===== config.mk =====
export PLATFORM = sky130hd
export DESIGN_NAME = fn_sw_seq_flat
export DESIGN_NICKNAME = d
export VERILOG_FILES = /design/src/rtl/fn_sw_pkg.sv /design/src/rtl/fn_sw_seq_if.sv /design/src/rtl/fn_sw_golden.sv /design/src/rtl/fn_sw_seq.sv /design/src/flat_wrapper.sv
export SDC_FILE = /design/constraint.sdc
export NUM_CORES = 1
export LEC_CHECK = 0
export ABC_AREA = 1
export BUFFER_PORTS_ARGS = -buffer_cell sky130_fd_sc_hd__buf_2
export CELL_PAD_IN_SITES_DETAIL_PLACEMENT = 0
export CELL_PAD_IN_SITES_GLOBAL_PLACEMENT = 1
export CORE_AREA = 2 2 58 60
export CTS_CLUSTER_SIZE = 25
export DETAILED_ROUTE_END_ITERATION = 8
export DIE_AREA = 0 0 60 62
export PLACE_DENSITY_LB_ADDON = 0.1
export SETUP_SLACK_MARGIN = 0.05
export SYNTH_ARGS = -nofsm -noshare
export SYNTH_HDL_FRONTEND = slang
export SYNTH_SLANG_ARGS = --single-unit

===== constraint.sdc =====
create_clock -name clk -period 1.4 [get_ports clk]
set_input_delay 0.28 -clock clk [delete_from_list [all_inputs] [get_ports clk]]
set_output_delay 0.28 -clock clk [all_outputs]
set_load 0.02 [all_outputs]

===== src/rtl/fn_sw_pkg.sv =====
// Shared types and constants for the fn_sw stimulus sequencer.
// Imported by the sequencer and by its benches.
package fn_sw_pkg;

    typedef enum logic [1:0] {
        ST_IDLE = 2'd0,
        ST_RUN  = 2'd1,
        ST_DONE = 2'd2
    } state_t;

    localparam int         NUM_VEC  = 8;
    localparam logic [2:0] LAST_VEC = 3'd7;

endpackage


===== src/rtl/fn_sw_seq_if.sv =====
// Operand/result bus between the sequencer and fn_sw.
// master drives the operands, slave returns y.
interface fn_sw_seq_if;

    logic a;
    logic b;
    logic sel;
    logic y;

    modport master (
        output a,
        output b,
        output sel,
        input  y
    );

    modport slave (
        input  a,
        input  b,
        input  sel,
        output y
    );

endinterface


===== src/rtl/fn_sw_golden.sv =====
// Combinational reference for fn_sw: xor when sel, and otherwise.
// Kept standalone so later benches can reuse it.
module fn_sw_golden (
    input  logic a,
    input  logic b,
    input  logic sel,
    output logic exp_y
);

    assign exp_y = sel ? (a ^ b) : (a & b);

endmodule


===== src/rtl/fn_sw_seq.sv =====
// Sweeps fn_sw through all 8 input vectors and self-checks y.
// Reports error count, first failing vector and a pass flag.
module fn_sw_seq
    import fn_sw_pkg::*;
#(
    parameter int HOLD = 4,
    parameter int HW   = 4
) (
    input  logic        clk,
    input  logic        rst,
    input  logic        start,
    fn_sw_seq_if.master bus,
    output logic        busy,
    output logic        done,
    output logic [3:0]  err_cnt,
    output logic [2:0]  first_fail,
    output logic        fail_seen,
    output logic        pass
);

    localparam logic [HW-1:0] HOLD_LAST = HW'(HOLD - 1);

    state_t        state;
    state_t        state_nxt;
    logic [2:0]    vec;
    logic [HW-1:0] hold_cnt;
    logic [2:0]    drv;
    logic          exp_y;
    logic          sample;
    logic          mismatch;

    assign bus.a   = drv[2];
    assign bus.b   = drv[1];
    assign bus.sel = drv[0];

    fn_sw_golden u_golden (
        .a     (drv[2]),
        .b     (drv[1]),
        .sel   (drv[0]),
        .exp_y (exp_y)
    );

    assign sample   = (state == ST_RUN) && (hold_cnt == HOLD_LAST);
    assign mismatch = sample && (bus.y != exp_y);

    // State register
    always_ff @(posedge clk) begin
        if (rst) begin
            state <= ST_IDLE;
        end else begin
            state <= state_nxt;
        end
    end

    // Next-state and status strobes
    always_comb begin
        state_nxt = state;
        busy      = 1'b0;
        done      = 1'b0;
        unique case (state)
            ST_IDLE: begin
                if (start) begin
                    state_nxt = ST_RUN;
                end
            end
            ST_RUN: begin
                busy = 1'b1;
                if (sample && vec == LAST_VEC) begin
                    state_nxt = ST_DONE;
                end
            end
            ST_DONE: begin
                done      = 1'b1;
                state_nxt = ST_IDLE;
            end
            default: begin
                state_nxt = ST_IDLE;
            end
        endcase
    end

    // Vector walk, hold timing and result scoreboard
    always_ff @(posedge clk) begin
        if (rst) begin
            vec        <= '0;
            hold_cnt   <= '0;
            drv        <= '0;
            err_cnt    <= '0;
            first_fail <= '0;
            fail_seen  <= 1'b0;
            pass       <= 1'b0;
        end else begin
            unique case (state)
                ST_IDLE: begin
                    drv <= '0;
                    if (start) begin
                        vec        <= '0;
                        hold_cnt   <= '0;
                        err_cnt    <= '0;
                        first_fail <= '0;
                        fail_seen  <= 1'b0;
                        pass       <= 1'b0;
                    end
                end
                ST_RUN: begin
                    if (sample) begin
                        hold_cnt <= '0;
                        if (mismatch) begin
                            err_cnt <= err_cnt + 4'd1;
                            if (!fail_seen) begin
                                first_fail <= vec;
                                fail_seen  <= 1'b1;
                            end
                        end
                        if (vec == LAST_VEC) begin
                            drv <= '0;
                        end else begin
                            vec <= vec + 3'd1;
                            drv <= vec + 3'd1;
                        end
                    end else begin
                        hold_cnt <= hold_cnt + 1'b1;
                    end
                end
                ST_DONE: begin
                    drv  <= '0;
                    pass <= (err_cnt == 4'd0);
                end
                default: begin
                    drv <= '0;
                end
            endcase
        end
    end

endmodule


===== src/flat_wrapper.sv =====
// flat-port wrapper written by rule: the top's interface ports become plain ports
module fn_sw_seq_flat import fn_sw_pkg::*;
#(
    parameter int HOLD = 4,
    parameter int HW   = 4
)
  (clk, rst, start, busy, done, err_cnt, first_fail, fail_seen, pass, bus_a, bus_b, bus_sel, bus_y);
  fn_sw_seq_if bus_i ();
  input  logic clk;
  input  logic rst;
  input  logic start;
  output logic busy;
  output logic done;
  output logic [3:0] err_cnt;
  output logic [2:0] first_fail;
  output logic fail_seen;
  output logic pass;
  output wire logic [$bits(bus_i.a)-1:0] bus_a;
  output wire logic [$bits(bus_i.b)-1:0] bus_b;
  output wire logic [$bits(bus_i.sel)-1:0] bus_sel;
  input wire logic [$bits(bus_i.y)-1:0] bus_y;
  assign bus_a = bus_i.a;
  assign bus_b = bus_i.b;
  assign bus_sel = bus_i.sel;
  assign bus_i.y = bus_y;
  fn_sw_seq #(.HOLD(HOLD), .HW(HW)) u_core (.clk(clk), .rst(rst), .start(start), .bus(bus_i), .busy(busy), .done(done), .err_cnt(err_cnt), .first_fail(first_fail), .fail_seen(fail_seen), .pass(pass));
endmodule

After elaboration in Yosys (flattened, before gate mapping)
Cells that the tools add are included.
{"block": "op_classes", "add_sub_neg": 3, "n_eq_ne": 11, "n_mux": 26, "bitwise": 3, "n_reduce_logical": 14}
{"operator": "3-bit 2-to-1 mux", "n": 7}
{"operator": "4-bit 2-to-1 mux", "n": 4}
{"operator": "4-bit one-hot mux with 2 select lines", "n": 2}
{"operator": "3-bit one-hot mux with 2 select lines", "n": 2}
{"operator": "4-bit by 1-bit adder with 4-bit output (second input constant)", "n": 2}
{"operator": "2-bit inequality test (second input constant)", "n": 4}
{"operator": "4-bit AND reduction", "n": 2}
{"operator": "1-bit 2-to-1 mux", "n": 6}
{"operator": "2-bit AND reduction", "n": 3}
{"operator": "5-bit AND reduction", "n": 1}
{"operator": "4-bit by 2-bit == test with 1-bit output (second input constant)", "n": 1}
{"operator": "4-bit zero test", "n": 1}
{"operator": "2-bit 2-to-1 mux", "n": 2}
{"operator": "2-bit by 1-bit inequality test with 1-bit output (second input constant)", "n": 2}
{"operator": "1-bit one-hot mux with 2 select lines", "n": 2}
{"operator": "2-bit one-hot mux with 2 select lines", "n": 1}
{"operator": "2-bit nonzero test", "n": 2}
{"operator": "3-bit by 1-bit adder with 3-bit output (second input constant)", "n": 1}
{"operator": "3-bit == test (second input constant)", "n": 1}
{"operator": "1-bit logical AND", "n": 3}
{"operator": "2-bit by 1-bit == test with 1-bit output (second input constant)", "n": 1}
{"operator": "2-bit == test (second input constant)", "n": 1}
{"operator": "2-bit zero test", "n": 1}
{"operator": "2-bit OR reduction", "n": 1}
{"operator": "4 further kinds", "n": 4}
{"block": "totals", "reg_bits": 21, "input_bits": 4, "output_inout_bits": 14, "word_cells": 65}

Depth between registers and ports, before layout
{"block": "logic_depth", "word_depth": 7, "depth_mapped": 9}

Modules after synthesis
A second synthesis with hierarchy kept.
{"block": "unflattened", "cells_unflattened": 135, "hier_area_um2": 1039.7}
{"module": "fn_sw_seq", "instances": 1, "cells_per_inst": 130, "area_each_um2": 1012.2}
{"module": "fn_sw_golden", "instances": 1, "cells_per_inst": 5, "area_each_um2": 27.5}

Worst setup path after synthesis
OpenSTA, ideal clock, no wires.
{"block": "synth_path", "path_kind": "register to register", "from": "register u_core.drv[2]", "to": "register u_core.err_cnt[0]", "setup_time_ns": 0.116, "arrival_ns": 1.302, "required_time_ns": 1.284, "path_slack_ns": -0.018, "stages_incl_launch_ff": 10, "path_cell_list": "dfxtp_1 > ha_1 > inv_1 > nand2_1 > nand3_1 > nand2_1 > nand2_2 > clkinv_2 > o21ai_0 > nor2_1"}
{"block": "synth_via", "elab_chain_cells": 6}
{"element": "start, declared", "line_no": "fn_sw_seq.sv:27", "rtl": "logic [2:0] drv;"}
{"element": "start signal, assigned", "line_no": "fn_sw_seq.sv:119", "rtl": "drv <= vec + 3'd1;"}
{"element": "1-bit AND / 1-bit bitwise XOR (equally long branches)", "line_no": "fn_sw_golden.sv:10", "rtl": "assign exp_y = sel ? (a ^ b) : (a & b);"}
{"element": "1-bit 2-to-1 mux *", "line_no": "fn_sw_golden.sv:10"}
{"element": "1-bit inequality test *", "line_no": "fn_sw_seq.sv:44", "rtl": "assign mismatch = sample && (bus.y != exp_y);"}
{"element": "1-bit logical AND *", "line_no": "fn_sw_seq.sv:44"}
{"element": "2-bit by 1-bit inequality test with 1-bit output (no line) *"}
{"element": "4-bit AND reduction (no line) *"}
{"element": "end signal, assigned", "line_no": "fn_sw_seq.sv:109", "rtl": "err_cnt <= err_cnt + 4'd1;"}
{"element": "end, declared", "line_no": "fn_sw_seq.sv:15", "rtl": "output logic [3:0] err_cnt,"}
Every way passes the cells marked *; elsewhere a longest branch is shown, timed or not.
A chain may end at the register's enable or synchronous reset.

Worst setup path in the final report
{"block": "layout_path", "from": "register u_core.drv[2]", "to": "register u_core.err_cnt[2]"}
The elaborated chain is that of the path after synthesis.

==> flow_summary_export.csv <==
group,metric,value,unit
outcome,status,"completed",
routing,routed_wl,2349,microns
clocking,root_buffer,"clkbuf_4",
flow_run,cap_violations,0,
clocking,clkTransAtPathRegs,0.12,ns
routing,wl_per_cell,10.98,microns
cells_and_area,final_cells,214,
cells_and_area,multi_input_comb_area,650.6,sq um
clocking,htreeDepth,1,
routing,vias_per_cell,4.463,
clocking,cts_buffers,3,
routing,drc_errors,0,
grt,grt_pass1_vias,798,
synth,avgSynthCellArea,7.700,sq um
power_and_ir_drop,peakVddDrop,415.8,uV
placed_design,gp_congestion,0.8130,
clocking,clockBufferDepth,2,
power_and_ir_drop,finalPower,1.082,mW
grt,grt_overflow,0,
cells_and_area,fin_nets,179,
synth,synth-edff-count,0,
synth,synth_seq_cells,21,
critical_path,critical_path_class,"flop to flop",
timing,max_slew_margin,84.26,%
synth,synthesis.nets,146,
routing,vias,955,
critical_path,cp.required,1.64,ns
critical_path,startpoint_type,"flop",
floorplanning,ioPinCount,18,
floorplanning,die_w,60,microns
critical_path,cp-end-kind,"flop",
floorplanning,rows,21,
cells_and_area,layout_common_cells,"nand2_1, buf_2, dfxtp_1",
clocking,cts_tree,"done",
synth,synthesis.area,1047,sq um
routing,drt-pass1-iter-count,4,
floorplanning,die-area,3720,sq um
timing,fmax,0.7747,GHz
grt,grt_use_total,13.54,%
timing,fin_ws,0.1092,ns
floorplanning,core,3179,sq um
cells_and_area,final_common_cell,"nand2_1",
cells_and_area,areaGrowthSynthToFinish,36.80,%
power_and_ir_drop,leakage,0.6096,nW
synth,yosys_warnings,0,
synth,yosys.cell_types.count,26,
cells_and_area,seq_area,431.7,sq um
cells_and_area,fillers,344,
clocking,cts_num_sinks,21,
routing,ant_nets,0,
timing,hold_viol,0,
timing,setup_tns,0,ns
synth,async_flop_share,0,%
timing,drv_slew,0,
synth,ys.flop_type,"dfxtp_1",
placed_design,numPortBuffers,17,
grt,antenna_found_initial,0,
cells_and_area,drive_above_1_share,43.45,%
timing,setup_viol,0,
critical_path,worstPathMaxFanout,4,
synth,syn_inst,136,
floorplanning,die_h,62,microns
grt,grt_pass1_wl,3705,microns
timing,period_needed,1.291,ns
grt,grt_max_degree,14,
timing,tightest_slew,0.2359,ns
critical_path,crit_arrival,1.53,ns
timing,fin_skew,0.004441,ns
cells_and_area,n_antenna_cell,0,
hold_path,hold_path.class,"primary input to flop",
clocking,clkLatencyLatePin,0.30,ns
timing,hold_ws,0.3504,ns
timing,grt_setup_unrepaired,"true",
synth,seq_area_frac_synth,40.14,%
timing,period_share,92.20,%
floorplanning,start_util,32.94,%
placed_design,place_inst,205,
placed_design,pre_cts_ws,0.02320,ns
power_and_ir_drop,power.density,755.0,nW/um^2
placed_design,hpwl,1746,microns
routing,drt_iter0_markers,36,
==> worst paths after layout <==
| path | start | end | slack (ns) | cells past startpoint |
|---|---|---|---|---|
| min reg2reg | u_core.first_fail[1] | u_core.first_fail[1] | 0.47 | 2 |
| min | rst | u_core.err_cnt[3] | 0.35 | 3 |
| max | u_core.drv[2] | u_core.err_cnt[2] | 0.11 | 8 |
| max reg2reg | u_core.drv[2] | u_core.err_cnt[2] | 0.11 | 8 |
==> cell type report <==
type                            count  area share (%)
Inverter                           17           5.153
Tap cell                           46           4.017
Clock buffer                        4           1.834
Multi-Input combinational cell     97           45.41
Sequential cell                    21           30.13
Timing Repair Buffer               29           13.45
==> flip-flops by register name, summed over array words and instances (netlist names) <==
name / cells
u_core.err_cnt: 4
u_core.fail_seen: 1
u_core.hold_cnt: 4
u_core.vec: 3
u_core.drv: 3
u_core.first_fail: 3
u_core.state: 2
u_core.pass: 1
==> Yosys cell counts, types with 3 or more instances <==
cell type | count | area [sq um]
a211oi_1 | 3 | 22.52
a21oi_1 | 9 | 45.04
a21oi_2 | 4 | 35.03
dfxtp_1 | 21 | 420.4
ha_1 | 6 | 75.07
inv_1 | 14 | 52.55
nand2_1 | 33 | 123.9
nand2_2 | 5 | 31.28
nand3_1 | 10 | 50.05
nand3_2 | 3 | 30.03
nor2_1 | 11 | 41.29
==> worst max-delay path, stage by stage, from the launching register on <==
cell and delay (ns):
dfxtp_4 0.37, ha_4 0.23, nand2_1 0.07, nand3_2 0.11, nand2_2 0.10, nand2_2 0.08
inv_4 0.07, nand2_1 0.06, a21oi_2 0.13
==> what timing repair did <==
action / in CTS / in global routing
setup buffers: 1 / 4
resized for setup: 7 / 25
gates cloned: 0 / 0
pin swaps: 0 / 8
setup endpoints to repair: 9 / 15
hold buffers: 0 / 0
==> report_power, final <==
part           leakage [nW]  internal, mW  switching, mW
Combinational         0.421        0.0721          0.104
Clock                0.0150         0.111          0.179
Sequential            0.173         0.607        0.00886
==> cell families (layout without fill, tap and decap cells) <==
group,after synthesis,in the layout,synth area share [%]
flip-flops,21,21,40.14
buffers and inverters,18,50,6.809
AO/OA/AOI/OAI,20,20,12.66
adder cells (fa/ha/maj),6,6,7.168
AND/OR/NAND/NOR,69,69,31.54
XOR/XNOR,2,2,1.673
==> metrics by stage <==
step	instance area [sq um]	utilization, %
3_3_place_gp	1241	39.04
6_report	1433	45.06
2_1_floorplan	1050	-
3_5_place_dp	1241	39.04
4_1_cts	1296	40.77
5_1_grt	1433	45.06
==> metal layers <==
metal | global-route usage [%] | up-vias | routed length, microns
li1 | - | 509 | -
met1 | 17.53 | 432 | 1122
met2 | 22.20 | 12 | 1138
met3 | 2.484 | 2 | 69
met4 | 5.714 | 0 | 19
met5 | 0 | - | 0
No activity file was read; power rests on OpenSTA's default activity.
